### config.mk
export PLATFORM = sky130hd
export DESIGN_NAME = ddr_ch_arbiter_flat
export DESIGN_NICKNAME = d
export VERILOG_FILES = /design/src/rtl/ddr_ch_arbiter_pkg.sv /design/src/rtl/ddr_ch_arbiter_if.sv /design/src/rtl/ddr_ch_arbiter_rr_pick.sv /design/src/rtl/ddr_ch_arbiter.sv /design/src/flat_wrapper.sv
export SDC_FILE = /design/constraint.sdc
export NUM_CORES = 1
export LEC_CHECK = 0
export BUFFER_PORTS_ARGS = -buffer_cell sky130_fd_sc_hd__buf_2
export CORE_ASPECT_RATIO = 2
export CORE_MARGIN = 2
export CORE_UTILIZATION = 47
export DETAILED_ROUTE_END_ITERATION = 10
export PLACE_DENSITY = 0.85
export RECOVER_POWER = 100
export SLEW_MARGIN = 10
export SYNTH_ARGS = -nofsm -noshare
export SYNTH_HDL_FRONTEND = slang
export SYNTH_SLANG_ARGS = --single-unit
### constraint.sdc
create_clock -name DDRAM_CLK -period 2.36 [get_ports DDRAM_CLK]
set_input_delay 0.236 -clock DDRAM_CLK [delete_from_list [all_inputs] [get_ports DDRAM_CLK]]
set_output_delay 0.236 -clock DDRAM_CLK [all_outputs]
set_load 0.02 [all_outputs]
### src/rtl/ddr_ch_arbiter_pkg.sv
// ddr_arb_pkg: shared widths, FSM state type and request-slot record for
// the DDR3 channel arbiter.
//   ADDR_W  : halfword address width (address bits [27:1])
//   RDATA_W : read data width returned by the bridge channel
//   WDATA_W : write data width accepted by the bridge channel
package ddr_arb_pkg;

    localparam int unsigned ADDR_W  = 27;
    localparam int unsigned RDATA_W = 64;
    localparam int unsigned WDATA_W = 16;

    typedef enum logic [0:0] {
        ARB_IDLE = 1'b0,
        ARB_WAIT = 1'b1
    } arb_state_t;

    typedef struct packed {
        logic [ADDR_W:1]      addr;
        logic [WDATA_W-1:0]   din;
        logic                 rnw;
    } arb_slot_t;

endpackage

### src/rtl/ddr_ch_arbiter_if.sv
// Bus bundles for the DDR3 channel arbiter.
//   ddr_rq_if : requester side, NUM_REQ lanes of addr/din/rnw/req in,
//               shared rq_dout and one-hot rq_ready back.
//               master = requesters, slave = arbiter.
//   ddr_ch_if : bridge channel side, addr/din/rnw/req out, dout/ready in.
//               master = arbiter, slave = DDR3 bridge.
interface ddr_rq_if #(parameter int unsigned NUM_REQ = 4);
    import ddr_arb_pkg::*;

    logic [NUM_REQ-1:0][ADDR_W:1]    rq_addr;
    logic [NUM_REQ-1:0][WDATA_W-1:0] rq_din;
    logic [NUM_REQ-1:0]              rq_rnw;
    logic [NUM_REQ-1:0]              rq_req;
    logic [RDATA_W-1:0]              rq_dout;
    logic [NUM_REQ-1:0]              rq_ready;

    modport master (output rq_addr, rq_din, rq_rnw, rq_req,
                    input  rq_dout, rq_ready);
    modport slave  (input  rq_addr, rq_din, rq_rnw, rq_req,
                    output rq_dout, rq_ready);
endinterface

interface ddr_ch_if;
    import ddr_arb_pkg::*;

    logic [ADDR_W:1]    ch_addr;
    logic [WDATA_W-1:0] ch_din;
    logic               ch_rnw;
    logic               ch_req;
    logic [RDATA_W-1:0] ch_dout;
    logic               ch_ready;

    modport master (output ch_addr, ch_din, ch_rnw, ch_req,
                    input  ch_dout, ch_ready);
    modport slave  (input  ch_addr, ch_din, ch_rnw, ch_req,
                    output ch_dout, ch_ready);
endinterface

### src/rtl/ddr_ch_arbiter_rr_pick.sv
// rr_pick: combinational round-robin picker.
//   pend    : pending request vector
//   rr_last : index granted most recently
//   any     : at least one request pending
//   grant   : first pending index after rr_last, searching cyclically
module rr_pick #(
    parameter int unsigned NUM_REQ = 4
) (
    input  logic [NUM_REQ-1:0]         pend,
    input  logic [$clog2(NUM_REQ)-1:0] rr_last,
    output logic                       any,
    output logic [$clog2(NUM_REQ)-1:0] grant
);
    localparam int unsigned IW = $clog2(NUM_REQ);

    // Scan from the farthest candidate (rr_last itself) down to the nearest
    // (rr_last+1) so the last hit is the closest one after rr_last.
    always_comb begin
        int unsigned idx;
        any   = 1'b0;
        grant = '0;
        idx   = 0;
        for (int unsigned i = 0; i < NUM_REQ; i++) begin
            idx = (32'(rr_last) + NUM_REQ - i) % NUM_REQ;
            if (pend[IW'(idx)]) begin
                any   = 1'b1;
                grant = IW'(idx);
            end
        end
    end
endmodule

### src/rtl/ddr_ch_arbiter.sv
// ddr_ch_arbiter: shares one DDR3 bridge channel (64-bit read, 16-bit write)
// among NUM_REQ requesters. Request pulses are captured into per-requester
// slots, granted round-robin, issued one at a time downstream, and the
// completion pulse is routed back to the owner. A watchdog forces completion
// when ch_ready never arrives.
//   DDRAM_CLK   : clock, bridge domain
//   reset       : synchronous, active-high
//   rq          : requester bundle (slave side)
//   ch          : bridge channel bundle (master side)
//   err_timeout : sticky, watchdog fired
//   err_overrun : sticky, requester pulsed while its slot was pending
module ddr_ch_arbiter
    import ddr_arb_pkg::*;
#(
    parameter int unsigned NUM_REQ = 4,
    parameter int unsigned TIMEOUT = 1023
) (
    input  logic     DDRAM_CLK,
    input  logic     reset,
    ddr_rq_if.slave  rq,
    ddr_ch_if.master ch,
    output logic     err_timeout,
    output logic     err_overrun
);
    localparam int unsigned IW = $clog2(NUM_REQ);
    localparam int unsigned CW = (TIMEOUT > 0) ? $clog2(TIMEOUT + 1) : 1;
    localparam logic [CW-1:0] WD_LAST = CW'((TIMEOUT > 0) ? TIMEOUT - 1 : 0);

    arb_state_t         state;
    arb_slot_t          slot [NUM_REQ];
    logic [NUM_REQ-1:0] pend;
    logic [IW-1:0]      rr_last;
    logic [IW-1:0]      owner;
    logic [CW-1:0]      wdog;
    logic               any;
    logic [IW-1:0]      grant;

    rr_pick #(.NUM_REQ(NUM_REQ)) u_pick (
        .pend    (pend),
        .rr_last (rr_last),
        .any     (any),
        .grant   (grant)
    );

    always_ff @(posedge DDRAM_CLK) begin
        if (reset) begin
            state       <= ARB_IDLE;
            pend        <= '0;
            rr_last     <= IW'(NUM_REQ - 1);
            owner       <= '0;
            wdog        <= '0;
            ch.ch_addr  <= '0;
            ch.ch_din   <= '0;
            ch.ch_rnw   <= 1'b0;
            ch.ch_req   <= 1'b0;
            rq.rq_dout  <= '0;
            rq.rq_ready <= '0;
            err_timeout <= 1'b0;
            err_overrun <= 1'b0;
            for (int unsigned k = 0; k < NUM_REQ; k++) begin
                slot[k] <= '0;
            end
        end else begin
            ch.ch_req   <= 1'b0;
            rq.rq_ready <= '0;

            // Capture only sets bits that are currently clear, while
            // completion only clears the owner bit, which is set; the two
            // never touch the same pend bit on one edge.
            for (int unsigned k = 0; k < NUM_REQ; k++) begin
                if (rq.rq_req[k]) begin
                    if (pend[k]) begin
                        err_overrun <= 1'b1;
                    end else begin
                        slot[k] <= '{addr: rq.rq_addr[k],
                                     din:  rq.rq_din[k],
                                     rnw:  rq.rq_rnw[k]};
                        pend[k] <= 1'b1;
                    end
                end
            end

            case (state)
                ARB_IDLE: begin
                    if (any) begin
                        ch.ch_addr <= slot[grant].addr;
                        ch.ch_din  <= slot[grant].din;
                        ch.ch_rnw  <= slot[grant].rnw;
                        ch.ch_req  <= 1'b1;
                        owner      <= grant;
                        rr_last    <= grant;
                        wdog       <= '0;
                        state      <= ARB_WAIT;
                    end
                end
                ARB_WAIT: begin
                    if (ch.ch_ready) begin
                        rq.rq_dout         <= ch.ch_dout;
                        rq.rq_ready[owner] <= 1'b1;
                        pend[owner]        <= 1'b0;
                        state              <= ARB_IDLE;
                    end else if (TIMEOUT != 0 && wdog == WD_LAST) begin
                        // wdog counts WAIT cycles already elapsed, so this
                        // fires at the end of the TIMEOUT-th WAIT cycle.
                        rq.rq_dout         <= '0;
                        rq.rq_ready[owner] <= 1'b1;
                        pend[owner]        <= 1'b0;
                        err_timeout        <= 1'b1;
                        state              <= ARB_IDLE;
                    end else if (TIMEOUT != 0) begin
                        wdog <= wdog + 1'b1;
                    end
                end
                default: state <= ARB_IDLE;
            endcase
        end
    end
endmodule

### src/flat_wrapper.sv
// flat-port wrapper written by rule: the top's interface ports become plain ports
module ddr_ch_arbiter_flat import ddr_arb_pkg::*;
#(
    parameter int unsigned NUM_REQ = 4,
    parameter int unsigned TIMEOUT = 1023
)
  (DDRAM_CLK, reset, err_timeout, err_overrun, rq_rq_addr, rq_rq_din, rq_rq_rnw, rq_rq_req, rq_rq_dout, rq_rq_ready, ch_ch_addr, ch_ch_din, ch_ch_rnw, ch_ch_req, ch_ch_dout, ch_ch_ready);
  ddr_rq_if #(.NUM_REQ(NUM_REQ)) rq_i ();
  ddr_ch_if ch_i ();
  input  logic DDRAM_CLK;
  input  logic reset;
  output logic err_timeout;
  output logic err_overrun;
  input wire logic [$bits(rq_i.rq_addr)-1:0] rq_rq_addr;
  input wire logic [$bits(rq_i.rq_din)-1:0] rq_rq_din;
  input wire logic [$bits(rq_i.rq_rnw)-1:0] rq_rq_rnw;
  input wire logic [$bits(rq_i.rq_req)-1:0] rq_rq_req;
  output wire logic [$bits(rq_i.rq_dout)-1:0] rq_rq_dout;
  output wire logic [$bits(rq_i.rq_ready)-1:0] rq_rq_ready;
  output wire logic [$bits(ch_i.ch_addr)-1:0] ch_ch_addr;
  output wire logic [$bits(ch_i.ch_din)-1:0] ch_ch_din;
  output wire logic [$bits(ch_i.ch_rnw)-1:0] ch_ch_rnw;
  output wire logic [$bits(ch_i.ch_req)-1:0] ch_ch_req;
  input wire logic [$bits(ch_i.ch_dout)-1:0] ch_ch_dout;
  input wire logic [$bits(ch_i.ch_ready)-1:0] ch_ch_ready;
  assign rq_i.rq_addr = rq_rq_addr;
  assign rq_i.rq_din = rq_rq_din;
  assign rq_i.rq_rnw = rq_rq_rnw;
  assign rq_i.rq_req = rq_rq_req;
  assign rq_rq_dout = rq_i.rq_dout;
  assign rq_rq_ready = rq_i.rq_ready;
  assign ch_ch_addr = ch_i.ch_addr;
  assign ch_ch_din = ch_i.ch_din;
  assign ch_ch_rnw = ch_i.ch_rnw;
  assign ch_ch_req = ch_i.ch_req;
  assign ch_i.ch_dout = ch_ch_dout;
  assign ch_i.ch_ready = ch_ch_ready;
  ddr_ch_arbiter #(.NUM_REQ(NUM_REQ), .TIMEOUT(TIMEOUT)) u_core (.DDRAM_CLK(DDRAM_CLK), .reset(reset), .rq(rq_i), .ch(ch_i), .err_timeout(err_timeout), .err_overrun(err_overrun));
endmodule
* After elaboration in Yosys (flattened, before gate mapping)
Memory sizes are Yosys's and may differ from the RTL's. A register that Yosys moved wholly into a read port is not among the register bits. Index checks and enable logic that the tools add are counted.
Operators by class: add/subtract/negate cells 5, $mul 0, divide/modulo/power cells 0, order comparisons 6, eq/ne operators 4, shift operators 0, multiplexer cells 71, bitwise operators 8, reductions and logical operators 8
Operators by type and width (count):
- two-way mux 44 bit | 4
- two-way mux 64 bit | 2
- two-way mux 1 bit | 46
- two-way mux 10 bit | 3
- two-way mux 4 bit | 5
- one-hot mux 10 bit (2 select lines) | 1
- less-than comparator 2 x 3 -> 1 bit, second input constant | 5
- adder 10 x 1 -> 10 bit, second input constant | 1
- == test 10 bit, second input constant | 1
- binary-select mux 1 bit (select 2 bit) | 4
- two-way mux 2 bit | 4
- AND reduction 3 bit | 2
- AND 4 bit | 1
- != test 2 bit, second input constant | 2
- inverter 4 bit | 1
- OR 1 bit | 4
- AND reduction 2 bit | 2
- OR reduction 2 bit | 2
- subtractor 2 bit, second input constant | 2
- adder 2 x 1 -> 2 bit, second input constant | 1
- demux 1 bit (select 2 bit) | 1
- greater-or-equal comparator 2 x 1 -> 1 bit, second input constant | 1
- != test 2 x 1 -> 1 bit, second input constant | 1
- inverter 1 bit | 2
- 4 further kinds | 4
Word-level totals: register bits after elaboration 90, bits in latches 0, bits in writable memories 176, ROM bits 0, input bits 247, output and inout port bits 115, word-level logic and storage cells 113, memories kept 1
Memory list:
- u_core.slot | depth 4, bits a word 44, read ports 1, clocked after Yosys merged registers in 1, write ports 4, line ddr_ch_arbiter.sv:30 | arb_slot_t slot [NUM_REQ];

* Logic depth before layout (Yosys ltp)
depth in word-level cells 9, mapped depth 8, gate-level depth less buffers 7

* Modules after synthesis
A second synthesis with hierarchy kept.
Second synthesis, totals: cell total of the unflattened synthesis 1047, area total of the unflattened synthesis 12529.5 µm²
By module, submodules not included:
- ddr_ch_arbiter | times used 1, cells each 1033, area an instance 12438.2 µm², seq. area each 7967.6 µm²
- rr_pick | times used 1, cells each 14, area an instance 91.3 µm², seq. area each 0.0 µm²

* Worst setup path before layout
No wires, ideal clock.
kind input-to-reg, start point input reset, end point memory u_core.slot[0][0] (netlist bit) (enable), setup time 0.408 ns, arrival time 1.933 ns, slack 0.019 ns, stages 3, path buffers 2, cells stage by stage clkbuf_1 > clkbuf_1 > nand2b_1
RTL lines:
- from (decl) | line flat_wrapper.sv:11 | input logic reset;
- to (decl) | line ddr_ch_arbiter.sv:30

* Final worst setup path
start point register u_core.pend[3], end point register u_core.ch.ch_din[12] (read register of u_core.slot)
Between the ends: word-level cells in the longest chain between the ends 7, elaborated cells between the ends (all ways) 17
RTL lines:
- from (decl) | line ddr_ch_arbiter.sv:31 | logic [NUM_REQ-1:0] pend;
- from (signal assigned) | line ddr_ch_arbiter.sv:48 | pend <= '0;
- from (signal, indexed assignment) | line ddr_ch_arbiter.sv:78 | pend[k] <= 1'b1;
- from (signal, indexed assignment) | line ddr_ch_arbiter.sv:100 | pend[owner] <= 1'b0;
- binary-select mux 1 bit (select 2 bit) | line ddr_ch_arbiter_rr_pick.sv:25 | if (pend[IW'(idx)]) begin
- two-way mux 1 bit (not written as such) | line ddr_ch_arbiter_rr_pick.sv:25
- two-way mux 1 bit (4 in a row) | line ddr_ch_arbiter_rr_pick.sv:25
- AND reduction 2 bit (no source line)
- to (decl) | line ddr_ch_arbiter_if.sv:33 | modport master (output ch_addr, ch_din, ch_rnw, ch_req,
Several ways; a longest one is shown, not always the timed one. The select of a mux whose other input is x is not followed. A chain may end at the register's enable or synchronous reset.

==> results.sh <==
export IMPL_cp_max_fo=36
export IMPL_clk_latency_ns=0.53
export IMPL_drt_vias_per_instance=5.43
export IMPL_clockPowerShare_pct=33.5
export IMPL_synth_xor_area_share_pct=0.284
export IMPL_cts_tree="built"
export IMPL_cp_required_ns=2.72
export IMPL_fin_crit_sh_pct=91.9
export IMPL_final_common_cell="buf_2"
export IMPL_wl_um=40200
export IMPL_ys_ff_latch=310
export IMPL_antenna_found_initial=5
export IMPL_p_seq_share_pct=49.6
export IMPL_utilization_pct=67.7
export IMPL_crit_arrival_ns=2.53
export IMPL_final_cell_mix="buf_2 (244), dlygate4sd3_1 (228), edfxtp_1 (176)"
export IMPL_seq_area_mm2=0.00797
export IMPL_htree_num_levels=1
export IMPL_synth_mux_area_share_pct=7.15
export IMPL_finalSetupTns_ns=0
export IMPL_peakVddDrop_v=0.000647
export IMPL_synth_top_family_by_area="simple AND/OR/NAND/NOR gates"
export IMPL_dp_hpwl_um=23400
export IMPL_clk_path_buf_depth=3
export IMPL_power_mw=12.8
export IMPL_power_internal_mw=9.45
export IMPL_die_area_mm2=0.0276
export IMPL_grt_pass1_wl_um=61100
export IMPL_fp_dieW_um=118
export IMPL_synth_area_mm2=0.0123
export IMPL_rows=83
export IMPL_maxSlewViolCount=0
export IMPL_period_needed_ns=2.17
export IMPL_die_y_um=233
export IMPL_ant_nets=0
export IMPL_syn2layout_area_growth_pct=41.5
export IMPL_n_fill_cell=1851
export IMPL_fmax_mhz=461
export IMPL_cts_inserted_buffers=27
export IMPL_min_path_type="in -> reg"
export IMPL_hold_slack_ns=0.0193
export IMPL_ctsRootBufferMaster="clkbuf_16"
export IMPL_detail_route_wl_per_cell_um=21.0
export IMPL_io_pins=362
export IMPL_grt_pass1_vias=11300
export IMPL_fin_skew_ns=0.00808
export IMPL_fin_cells=1917
export IMPL_nets=1801
export IMPL_switchingPower_mw=3.39
export IMPL_synthDistinctLibCells=47
export IMPL_status="finished, final reports clean"
export IMPL_drc=0
export IMPL_track_usage_pct=28.8
export IMPL_setup_viol_count_final=0
export IMPL_cap_violations=0
export IMPL_end_kind="register"
export IMPL_place_inst=1635
export IMPL_hold_violations=0
export IMPL_portBuffers=361
export IMPL_rsz0062_at_grt="false"
export IMPL_tightest_slew_ns=1.27
export IMPL_grt_max_degree=70
export IMPL_synth_fp_nets=1220
export IMPL_yosysSeqAreaShare_pct=64.7
export IMPL_multi_input_area_mm2=0.00397
export IMPL_synthSimpleGateAreaFrac_pct=15.8
export IMPL_synth_compound_area_share_pct=8.77
export IMPL_drive_gt1_share_pct=20.5
export IMPL_gp_congestion=0.850
export IMPL_first_pass_iters=6
export IMPL_slew_limit_headroom_pct=15.4
export IMPL_p_per_area_mw_per_mm2=736
export IMPL_initial_utilization_pct=47.8
export IMPL_comb_power_share_pct=16.9
export IMPL_power_leakage_nw=7.09
export IMPL_start_kind="register"
export IMPL_synthCells=971
export IMPL_overflow=0
export IMPL_cts_sinks=310
export IMPL_yosysWarnings=0
export IMPL_vias=10400
export IMPL_sw_frac_of_total_pct=26.4
export IMPL_drt_iter0_drc=826
export IMPL_clkTransAtPathRegs_ns=0.07
export IMPL_crit_type="reg -> reg"
export IMPL_cts_resized=0
export IMPL_synthAdderAreaFrac_pct=0.203
export IMPL_core_region_area_mm2=0.0258
export IMPL_avgSynthCellArea_um2=12.7
routing by layer:
metal	GRT usage [%]	share of wire (%)
met3	4.36	6.4
met4	18.5	6.4
met2	53.9	53
met5	0	0
met1	29.4	34
kinds of logic (layout without fill, tap and decap cells):
kind of cell	count (synthesis)	after routing
compound gates	139	139
xor+xnor	4	4
fa+ha+maj	2	2
buf+inv	67	668
flops	310	310
mux	88	88
other cells	0	5
simple gates	361	361
path summary, 6_finish.rpt:
kind                              from                    to  slack, ns  cells after the start
setup reg to reg        u_core.pend[3]  u_core.ch.ch_din[12]       0.19                      6
hold reg to reg   u_core.ch.ch_addr[1]  u_core.ch.ch_addr[1]       0.47                      2
setup / recovery        u_core.pend[3]  u_core.ch.ch_din[12]       0.19                      6
hold / removal           rq_rq_din[47]    u_core.slot[2][16]       0.02                      2
synthesized netlist by cell type, drive strengths merged:
cell type  count  area (um^2)
nor4b          2         30.0
nor3b          2         15.0
o21ai          6         33.8
nor2          89          358
nand3          7         35.0
edfxtp       176         5290
or3            3         18.8
and3           1         6.26
a222oi         1         10.0
mux2i         88          881
o31a           1         8.76
a22oi         64          480
xnor2          1         8.76
nor3           7         35.0
nand4          2         12.5
dfxtp        134         2680
a211oi         3         27.5
nand2b        10         62.6
nor4           2         18.8
o22a           1         8.76
inv            3         11.3
nand2         53          201
o211ai         1         7.51
o22ai          2         12.5
o221ai        44          398
and2         178         1110
buf           33          262
ha             2         25.0
clkbuf        31          116
nand3b         1         7.51
a21oi         13         65.1
or2            2         12.5
xor2           3         26.3
and2b          1         7.51
a31oi          1         6.26
nor2b          1         6.26
o31ai          1         12.5
o2111ai        1         8.76
power by group through the flow:
stage	Combinational [mW]	Sequential (mW)	Clock (mW)
floorplan	1.00	6.62	0
global placement	1.85	6.43	0
detailed placement	1.89	6.46	0
CTS	2.19	6.34	4.33
global route	2.30	6.40	4.56
finish	2.17	6.37	4.30
timing repair:
item                                   4_1_cts  5_1_grt
hold buffers                               227        1
buffers inserted                             0        0
endpoints found under the hold margin      227        1
state kept, by name, indices dropped and copies added (netlist names), 2 cells and up:
| name | flops |
|---|---|
| u_core.ch.ch_addr | 27 |
| u_core.ch.ch_din | 16 |
| u_core.owner | 2 |
| u_core.pend | 4 |
| u_core.rq.rq_dout | 64 |
| u_core.rq.rq_ready | 4 |
| u_core.rr_last | 2 |
| u_core.slot | 176 |
| u_core.wdog | 10 |
cell type report:
| cell class | instances | share of cell area [%] |
|---|---|---|
| Timing Repair Buffer | 616 | 24.1 |
| Multi-Input combinational cell | 594 | 22.8 |
| Inverter | 3 | 0.0646 |
| Clock buffer | 41 | 4.59 |
| Tap cell | 340 | 2.44 |
| Sequential cell | 310 | 45.7 |
| Clock inverter | 8 | 0.287 |
| Antenna cell | 5 | 0.0718 |
critical path, stage by stage, from the launching register on:
cell	delay, ns
dfxtp_1	0.36
inv_1	0.13
o22ai_1	0.13
a211oi_4	0.47
buf_12	0.32
mux2i_1	0.33
o221ai_1	0.24
metrics by stage:
stage	area [um^2]	worst slack, ns
CTS	17700	0.321
finish	17400	0.190
global route	17400	0.0729
floorplan	12300	0.0187
detailed placement	14500	0.329
global placement	14500	0.341
No activity file was read; power rests on OpenSTA's default activity.
